--- config.mk ---
export PLATFORM = sky130hd
export DESIGN_NAME = main_control_fsm
export DESIGN_NICKNAME = d
export VERILOG_FILES = /design/src/rtl/main_control_fsm.sv
export SDC_FILE = /design/constraint.sdc
export NUM_CORES = 1
export LEC_CHECK = 0
export ABC_AREA = 1
export CORE_AREA = 5 5 42 44
export DETAILED_ROUTE_END_ITERATION = 16
export DIE_AREA = 0 0 47 49
export PLACE_DENSITY = 0.71
export SLEW_MARGIN = 20
export SYNTH_ARGS = -nofsm -noshare
export SYNTH_HDL_FRONTEND = slang
export SYNTH_SLANG_ARGS = --single-unit
--- constraint.sdc ---
create_clock -name clk -period 1.9 [get_ports clk]
set_input_delay 0.19 -clock clk [delete_from_list [all_inputs] [get_ports clk]]
set_output_delay 0.19 -clock clk [all_outputs]
set_load 0.02 [all_outputs]
--- src/rtl/main_control_fsm.sv ---
`default_nettype none
// ============================================================================
//  Module      : main_control_fsm
//  Description : Multi-cycle Moore controller that sequences each instruction
//                through fetch/decode/execute/writeback. It drives the
//                datapath selects, the write enables and the ALUOp input of
//                the downstream ALU decoder. Building with ILLEGAL_OP_TRAP_EN
//                defined adds a TRAP state and a sticky illegal_op flag.
//  Revision    : 1.0 - initial release
// ============================================================================
module main_control_fsm #(
    parameter int STATE_W = 4
) (
    input  logic       clk,
    input  logic       reset,
    input  logic [6:0] op,
    input  logic       zero,
    output logic [1:0] ALUOp,
    output logic [1:0] ALUSrcA,
    output logic [1:0] ALUSrcB,
    output logic [1:0] ResultSrc,
    output logic [1:0] ImmSrc,
    output logic       AdrSrc,
    output logic       IRWrite,
    output logic       RegWrite,
    output logic       MemWrite,
    output logic       PCWrite,
    output logic       illegal_op
);

    localparam logic [6:0] c_op_lw  = 7'b0000011;
    localparam logic [6:0] c_op_sw  = 7'b0100011;
    localparam logic [6:0] c_op_r   = 7'b0110011;
    localparam logic [6:0] c_op_i   = 7'b0010011;
    localparam logic [6:0] c_op_beq = 7'b1100011;
    localparam logic [6:0] c_op_jal = 7'b1101111;

    typedef enum logic [STATE_W-1:0] {
        c_fetch    = STATE_W'(0),
        c_decode   = STATE_W'(1),
        c_memadr   = STATE_W'(2),
        c_memread  = STATE_W'(3),
        c_memwb    = STATE_W'(4),
        c_memwrite = STATE_W'(5),
        c_executer = STATE_W'(6),
        c_executei = STATE_W'(7),
        c_aluwb    = STATE_W'(8),
        c_beq      = STATE_W'(9),
        c_jal      = STATE_W'(10)
`ifdef ILLEGAL_OP_TRAP_EN
        , c_trap   = STATE_W'(11)
`endif
    } state_t;

    state_t     r_state;
    state_t     w_next;
    state_t     w_cur;
    logic [1:0] w_aluop, w_srca, w_srcb, w_ressrc;
    logic       w_adrsrc, w_irwrite, w_regwrite, w_memwrite, w_pcupdate, w_branch;

    always_ff @(posedge clk) begin
        if (reset) r_state <= c_fetch;
        else       r_state <= w_next;
    end

    // While reset is held the outputs present the FETCH selects with all
    // enables masked, so an abandoned instruction can never write anything.
    always_comb begin
        w_cur      = reset ? c_fetch : r_state;
        w_next     = c_fetch;
        w_aluop    = 2'b00;
        w_srca     = 2'b00;
        w_srcb     = 2'b00;
        w_ressrc   = 2'b00;
        w_adrsrc   = 1'b0;
        w_irwrite  = 1'b0;
        w_regwrite = 1'b0;
        w_memwrite = 1'b0;
        w_pcupdate = 1'b0;
        w_branch   = 1'b0;

        case (r_state)
            c_fetch:  w_next = c_decode;
            c_decode: begin
                case (op)
                    c_op_lw, c_op_sw: w_next = c_memadr;
                    c_op_r:           w_next = c_executer;
                    c_op_i:           w_next = c_executei;
                    c_op_beq:         w_next = c_beq;
                    c_op_jal:         w_next = c_jal;
`ifdef ILLEGAL_OP_TRAP_EN
                    default:          w_next = c_trap;
`else
                    default:          w_next = c_fetch;
`endif
                endcase
            end
            // Anything other than lw/sw here means op moved under us; drop it.
            c_memadr: begin
                if (op == c_op_lw)      w_next = c_memread;
                else if (op == c_op_sw) w_next = c_memwrite;
                else                    w_next = c_fetch;
            end
            c_memread:  w_next = c_memwb;
            c_executer: w_next = c_aluwb;
            c_executei: w_next = c_aluwb;
            c_jal:      w_next = c_aluwb;
`ifdef ILLEGAL_OP_TRAP_EN
            c_trap:     w_next = c_trap;
`endif
            default:    w_next = c_fetch;
        endcase

        case (w_cur)
            c_fetch: begin
                w_srcb     = 2'b10;
                w_ressrc   = 2'b10;
                w_irwrite  = 1'b1;
                w_pcupdate = 1'b1;
            end
            c_decode: begin
                w_srca = 2'b01;
                w_srcb = 2'b01;
            end
            c_memadr: begin
                w_srca = 2'b10;
                w_srcb = 2'b01;
            end
            c_memread: w_adrsrc = 1'b1;
            c_memwb: begin
                w_ressrc   = 2'b01;
                w_regwrite = 1'b1;
            end
            c_memwrite: begin
                w_adrsrc   = 1'b1;
                w_memwrite = 1'b1;
            end
            c_executer: begin
                w_srca  = 2'b10;
                w_aluop = 2'b10;
            end
            c_executei: begin
                w_srca  = 2'b10;
                w_srcb  = 2'b01;
                w_aluop = 2'b10;
            end
            c_aluwb: w_regwrite = 1'b1;
            c_beq: begin
                w_srca   = 2'b10;
                w_aluop  = 2'b01;
                w_branch = 1'b1;
            end
            c_jal: begin
                w_srca     = 2'b01;
                w_srcb     = 2'b10;
                w_pcupdate = 1'b1;
            end
            default: ;
        endcase
    end

    always_comb begin
        case (op)
            c_op_sw:  ImmSrc = 2'b01;
            c_op_beq: ImmSrc = 2'b10;
            c_op_jal: ImmSrc = 2'b11;
            default:  ImmSrc = 2'b00;
        endcase
    end

    assign ALUOp     = w_aluop;
    assign ALUSrcA   = w_srca;
    assign ALUSrcB   = w_srcb;
    assign ResultSrc = w_ressrc;
    assign AdrSrc    = w_adrsrc;
    assign IRWrite   = w_irwrite  & ~reset;
    assign RegWrite  = w_regwrite & ~reset;
    assign MemWrite  = w_memwrite & ~reset;
    assign PCWrite   = (w_pcupdate | (w_branch & zero)) & ~reset;

`ifdef ILLEGAL_OP_TRAP_EN
    logic r_illegal;

    always_ff @(posedge clk) begin
        if (reset)                                      r_illegal <= 1'b0;
        else if (r_state == c_decode && w_next == c_trap) r_illegal <= 1'b1;
    end

    assign illegal_op = r_illegal & ~reset;
`else
    assign illegal_op = 1'b0;
`endif

endmodule
`default_nettype wire

==> After elaboration in Yosys (flattened, before gate mapping) <==
Cells that the tools add are included.
{ "op_classes": {"n_eq_ne": 22, "n_mux": 16, "n_reduce_logical": 11, "n_bitwise": 7} }
{ "op_table": {"columns": ["operator", "n"], "rows": [
  ["4-bit case mux with 5 select lines", 2],
  ["4-bit by 3-bit equality test with 1-bit output (second input constant)", 6],
  ["4-bit by 2-bit equality test with 1-bit output (second input constant)", 4],
  ["4-bit equality test (second input constant)", 4],
  ["2-bit case mux with 2 select lines", 4],
  ["7-bit by 6-bit equality test with 1-bit output (second input constant)", 2],
  ["7-bit equality test (second input constant)", 2],
  ["2-bit OR reduction", 6],
  ["4-bit by 1-bit equality test with 1-bit output (second input constant)", 2],
  ["4-bit logical NOT", 2],
  ["7-bit by 2-bit equality test with 1-bit output (second input constant)", 1],
  ["7-bit by 5-bit equality test with 1-bit output (second input constant)", 1],
  ["1-bit two-way mux", 6],
  ["3-bit two-way mux", 2],
  ["2-bit case mux with 3 select lines", 1],
  ["3-bit OR reduction", 2],
  ["1-bit bitwise AND", 5],
  ["4-bit two-way mux", 1],
  ["4-bit OR reduction", 1],
  ["1-bit inverter", 1],
  ["1-bit OR", 1]
]} }
{ "word_totals": {"in_bits": 10, "ff_bits": 4} }

==> Depth between registers and ports, before layout <==
Gate-level depths: netlist of run 1.
{ "logic_depth": {"ltp_word": 6, "mapped_depth": 7, "mapped_depth_nobuf": 7} }

==> Least setup slack after synthesis of run 1 <==
No wires, ideal clock.
{ "synth_timing": {"kind": "register -> output", "from": "register r_state[0]", "to": "output port PCWrite", "stages_incl_launch_ff": 5, "t_arrival_ns": 1.258, "path_slack_ns": 0.452, "path_buffers": 0, "cell_sequence": "dfxtp_1 nand2_2 nor2_2 nand2_1 a21oi_1"} }
{ "synth_between": {"elab_chain_len": 6, "word_cells_on_any_way": 10, "cone_classes": "2 x eq/ne; 3 x mux; 3 x bitwise; 2 x reduce/logical"} }
{ "synth_lines": {"columns": ["item", "line", "rtl"], "rows": [
  ["from (decl)", "55", "state_t r_state;"],
  ["from (signal assigned)", "62", "if (reset) r_state <= c_fetch;"],
  ["from (signal assigned)", "63", "else r_state <= w_next;"],
  ["4-bit two-way mux (*)", "69", "w_cur = reset ? c_fetch : r_state;"],
  ["4-bit equality test or 4-bit logical NOT (tied branches)", "114", "case (w_cur)"],
  ["2-bit OR reduction (no source line) or 1-bit two-way mux (tied branches)", null, null],
  ["1-bit two-way mux or 1-bit bitwise AND (tied branches)", "114, 179", null],
  ["1-bit OR (*)", "179", "assign PCWrite = (w_pcupdate | (w_branch & zero)) & ~reset;"],
  ["1-bit bitwise AND (*)", "179", null],
  ["to (decl)", "27", "output logic PCWrite,"]
]} }
Every way passes the cells marked *; elsewhere a longest branch is shown, timed or not.

==> Worst setup path in the final report of run 1 <==
{ "layout_timing": {"from": "input port reset", "to": "output port ALUOp[0]"} }
{ "layout_between": {"elab_chain_len": 4, "word_cells_on_any_way": 6, "cone_classes": "3 x eq/ne; 2 x mux; 1 x reduce/logical"} }
{ "layout_lines": {"columns": ["item", "line", "rtl"], "rows": [
  ["from (decl)", "15", "input logic reset,"],
  ["4-bit two-way mux (*)", "69", null],
  ["4-bit by 3-bit equality test with 1-bit output", "114", null],
  ["2-bit OR reduction (no source line)", null, null],
  ["2-bit case mux with 2 select lines (*)", "114", null],
  ["to (decl)", "18", "output logic [1:0] ALUOp,"]
]} }
Marks and branches as above.

==> run metrics, run 1 <==
status completed; share of layout cells above drive strength 1 16.0%; Longest Clk Path Bufs 2; GP Congestion 0.783; Main synth FF type dfxtp_1; met2 Track Usage GR 19.5%; Gate Count Post-Synth 89; worst-path cell chain clkdlybuf4s50_1 > inv_2 > nand3_4 > nor2_2 > clkdlybuf4s50_1; DRT iter0 DRCs 10; WP buf/inv 3; VDD IR-drop max 0.313 mV; synth warn 0; vias in the first global route 572; WL per Instance 9.83 um; initial cell density of the core 34.3%; crit-path leading delay family buffers and inverters; leak pwr 0.000477 uW; CTS Buf Count 3; largest register by flop count r_state; final net count 131; post-route cell area 791 sq um; Total Wirelength 1.33 mm; max-capacitance violation count 0; post-place instance area 763 sq um; dpl ws -0.104 ns; initial antenna violation count 0; Largest register FFs 4; Max Fclk 554 MHz; post-synth top area share 18.0%; Final Util 56.4%; crit-path max FO 7; Setup Skew 0.00159 ns; sequential area share after synthesis 16.7%; critical path's most frequent cell clkdlybuf4s50_1; #FFs+latches synth 4; Post-synth EDFFs 0; vias per std cell 4.77; post-cts resize count 8; critical setup path kind in2out; RSZ-0062 raised after global routing false; antenna-violating nets left 0; Inserted Diodes 0; final setup fails 0; 1st-pass router iterations 4; critical path data required time 1.71 ns; largest net degree at the start of global routing 8; first-pass GRT wire length 2.21 mm; count leader, synth nand2_1; Crit path largest cell delay 0.62 ns; slowest cell on the critical path clkdlybuf4s50_1; Synth async-reset ratio 0%; Final Critical Period 1.81 ns; Area contributors post-synth nand2_1, dfxtp_1, nor2_1; CTS tree yes; area grow syn2layout 64.6%; Final Cycle Share 95.0%; H-tree depth 1; Vert. Die Dim 49 um; met1 Track Usage GR 16.6%; Die Wd 47 um; Detail Placement HPWL 1.16 mm; # fillers 151; I/O Buffers 24; GR met3 Demand/Resource 2.21%; biggest regs r_state x4; Core Area 0.00140 sq mm; largest area contributor in the netlist nand2_1; DR vias 644; crit path DAT 1.62 ns; Congestion Overflow GR 0; clk sinks 4; startpoint types input port; Cell Area, Synth 480 sq um; Clock Latency Late Sink 0.24 ns; Root Buffer clkbuf_4; Critical Path End Type output pin; Fin. Hold Viols 0; Die Footprint 0.00230 sq mm; Worst-path clk slew 0.04 ns; GRT Total Usage 12.4%; Slew Limit Fails 0; IO Count 26; Avg Inst Size Synth 5.40 sq um; Distinct cells, synth 19; post-CTS setup buffers 0; num rows 14; min setup slack post-route 0.0949 ns; Min-Delay Path Class reg2reg; pwr dens 373 mW/mm^2; hold_ws 0.667 ns; GR peak layer met2; commonest cells in the netlist nand2_1, nor2_1, inv_1; CTS Hold Bufs 0; Mapped Nets 99; drt drc 0
-- metal layers --
metal  share of wire [%]  up-vias  wire, um
li1                    -      341         -
met3                 8.2        3       109
met5                   0        -         0
met4                 1.3        0        17
met2                  46       19       609
met1                  45      281       592
-- tightest hold or removal path, cell delays in order, from the launching register on --
cell and delay [ns]:
dfxtp_1 0.34, nor2_4 0.18, a21oi_1 0.09
-- final cells by class --
cell class,instances,area [sq um],share of cell area (%)
inverter,17,63.8,8.07
sequential,4,80.1,10.1
clock buffer,3,22.5,2.85
tap,16,20.0,2.53
multi-input combinational,67,329,41.6
timing repair buffer,28,275,34.8
-- path summary, 6_finish.rpt --
kind / startpoint / endpoint / slack (ns) / depth (start not counted)
worst max-delay path: reset / ALUOp[0] / 0.09 / 5
worst min-delay path: r_state[2] / r_state[3] / 0.67 / 2
worst max register to register: r_state[0] / r_state[2] / 0.83 / 6
worst min register to register: r_state[2] / r_state[3] / 0.67 / 2
-- metrics by stage --
| stage | TNS, ns | power (uW) | instances |
|---|---|---|---|
| 3_5_place_dp | -0.336 | 195 | 132 |
| 5_1_grt | 0 | 315 | 135 |
| 2_1_floorplan | 0 | 144 | 89 |
| 4_1_cts | 0 | 301 | 135 |
| 6_report | 0 | 295 | 135 |
| 3_3_place_gp | -0.196 | 194 | 132 |
-- cell usage in the layout, fill, tap and decap left out, drive strengths merged, types with 3 or more instances in the layout --
master         netlist  final
dlygate4sd2          0      8
a21oi                5      5
buf                  1      4
nand2               24     24
inv                 17     17
dfxtp                4      4
dlymetal6s2s         0      6
nand3               12     12
nor2                19     19
clkbuf               0      3
clkdlybuf4s50        0     10
-- logic make-up after synthesis --
logic type / count (synthesis) / share of synthesized area, %
DFF: 4 / 16.7
and+or+nand+nor: 55 / 54.4
other: 1 / 0.781
AOI/OAI and AO/OA: 11 / 13.3
buffers and inverters: 18 / 14.8
-- where the power goes --
part	total [uW]	switching (uW)	leakage, uW	internal [uW]
clock network	107	36.3	0.0000138	70.8
registers	90.3	3.64	0.0000326	86.7
logic	97.5	53.3	0.000431	44.2
total	295	93.2	0.000477	202
No activity file was read; power rests on OpenSTA's default activity.
==> run 2, diff against run 1 <==
--- a/config.mk
+++ b/config.mk
@@ -6,10 +6,12 @@
 export NUM_CORES = 1
 export LEC_CHECK = 0
 export ABC_AREA = 1
+export ABC_CLOCK_PERIOD_IN_PS = 1900
 export CORE_AREA = 5 5 42 44
 export DETAILED_ROUTE_END_ITERATION = 16
 export DIE_AREA = 0 0 47 49
 export PLACE_DENSITY = 0.71
+export REMOVE_ABC_BUFFERS = 1
 export SLEW_MARGIN = 20
 export SYNTH_ARGS = -nofsm -noshare
 export SYNTH_HDL_FRONTEND = slang
==> run 2 against run 1 <==
Against the previous run: first-iteration DRC count decreased by 60%; non-clock buffer count increased by 2; largest power group unchanged; register-to-register slack about the same; hold slack got worse by 0.0072 ns; die area unchanged; flip-flop and latch count unchanged; final cell count increased by 1.5%; critical endpoint is now IRWrite; core utilization increased by 1.4 points.
==> run metrics, run 2 (synthesized netlist as in run 1, its figures left out) <==
status completed; slowest cell on the critical path clkdlybuf4s50_1; Setup Skew 0.00394 ns (+0.00235 ns); final net count 133 (+1.5%); CTS Buf Count 3 (unchanged); clk sinks 4 (unchanged); Root Buffer clkbuf_4; Worst-path clk slew 0.04 ns (about the same); Final Util 57.9% (+1.4 points); Inserted Diodes 0 (unchanged); I/O Buffers 24 (unchanged); Worst R2R Path Depth 7 (+1); DRT iter0 DRCs 4 (-6); Final Critical Period 1.82 ns (+0.0126 ns); H-tree depth 1 (unchanged); critical path data required time 1.71 ns (about the same); hold_ws 0.659 ns (-0.00725 ns); DR vias 644 (unchanged); startpoint types flop; vias per std cell 4.70 (-1.5%); final setup fails 0 (unchanged); critical setup path kind reg2out; antenna-violating nets left 0 (unchanged); GRT Total Usage 13.9% (+1.4 points); post-CTS setup buffers 0 (unchanged); CTS tree yes; initial antenna violation count 0 (unchanged); crit-path max FO 5 (-2); biggest regs r_state x4; Vert. Die Dim 49 um (unchanged); Slew Limit Fails 0 (unchanged); commonest non-fill, non-tap cells in the layout nand2_1, nor2_1, inv_1, nand3_1, clkdlybuf4s50_1; leak pwr 0.000508 uW (+6.5%); max-capacitance violation count 0 (unchanged); largest register by flop count r_state; WL per Instance 9.84 um (about the same); Final Cycle Share 95.7% (+0.66 points); crit-path leading delay family buffers and inverters; Crit path largest cell delay 0.61 ns (about the same); crit path DAT 1.63 ns (about the same); FF+latch area 81.3 sq um (+1.6%); multi-input logic area 329 sq um (unchanged); WP buf/inv 1 (-2); Critical Path End Type output pin; Total Wirelength 1.35 mm (+1.6%); Min-Delay Path Class reg2reg; VDD IR-drop max 0.252 mV (-19%); Core Area 0.00140 sq mm (unchanged); Fin. Hold Viols 0 (unchanged); initial cell density of the core 34.3% (unchanged); vias in the first global route 595 (+4.0%); most common cell after layout, fill and taps aside nand2_1; RSZ-0062 raised after global routing false; largest net degree at the start of global routing 7 (-1); CTS Hold Bufs 0 (unchanged); Total Neg Setup Slack 0 ns (unchanged); Clock Latency Late Sink 0.23 ns (about the same); IO Count 26 (unchanged); pwr dens 369 mW/mm^2 (-1.1%); GP Congestion 0.823 (+5.0%); # fillers 167 (+11%); num rows 14 (unchanged); area grow syn2layout 68.8%; Die Footprint 0.00230 sq mm (unchanged); Max Fclk 550 MHz (-0.69%); Congestion Overflow GR 0 (unchanged); Largest register FFs 4 (unchanged); Die Wd 47 um (unchanged); first-pass GRT wire length 2.41 mm (+8.8%); worst-path cell chain nor2_4 > nand3_1 > nor2_1 > clkdlybuf4s50_1; Longest Clk Path Bufs 2 (unchanged); worst reg2reg setup slack 0.83 ns (about the same); number of stages on the worst setup path 4 (-1); drt drc 0 (unchanged); 1st-pass router iterations 4 (unchanged); Detail Placement HPWL 1.16 mm (-0.33%); share of layout cells above drive strength 1 18.2% (+2.2 points); hold depth 2 (unchanged)
## run 2: changes by cell type in the layout (fill, tap and decap cells not counted), sizes merged
cell	previous run	this run
buf	4	6
dlymetal6s2s	6	7
dlygate4sd2	8	7
## run 2: layout make-up
type | instances | area share [%]
clock buffer | 3 | 2.78
inverter | 17 | 7.87
multi-input combinational | 67 | 40.6
sequential | 4 | 10.0
tap | 16 | 2.47
timing repair buffer | 30 | 36.3
## run 2: metrics by stage
stage	instances	instance area, sq um	total power [uW]	setup slack [ns]
6_report	137	811	299	0.0824
5_1_grt	137	811	321	0.00540
4_1_cts	137	792	303	0.00885
3_5_place_dp	134	778	198	-0.102
3_3_place_gp	134	778	197	-0.0582
2_1_floorplan	88	473	142	0.452
## run 2: worst reg2reg max path: stages (launching register included)
cell,delay [ns]
dfxtp_1,0.33
inv_2,0.12
nand2_2,0.12
nor2_4,0.16
nand3_1,0.09
nand3_1,0.11
nand2_1,0.05
inv_1,0.04
## run 2: path summary, 6_finish.rpt
check        startpoint          to
max          r_state[2]     IRWrite
min          r_state[3]  r_state[3]
max reg2reg  r_state[1]  r_state[2]
min reg2reg  r_state[3]  r_state[3]
## run 2: power by group
| part | total, uW | internal [uW] | switching, uW |
|---|---|---|---|
| Clock | 107 | 70.8 | 35.9 |
| Sequential | 90.6 | 87.1 | 3.58 |
| Combinational | 102 | 47.1 | 54.6 |
| Total | 299 | 205 | 94.1 |
## run 2: what timing repair did
| action | CTS | global route |
|---|---|---|
| setup endpoints to repair | 7 | 7 |
| hold endpoints to repair | 0 | 0 |
| resized for setup | 7 | 8 |
## run 2: routing by layer
| layer | part of all wire (%) | wire, um | GRT usage (%) |
|---|---|---|---|
| met5 | 0 | 0 | 0 |
| met4 | 0 | 0 | 5.53 |
| met1 | 45 | 603 | 18.4 |
| met2 | 48 | 641 | 21.0 |
| met3 | 7.6 | 102 | 2.95 |
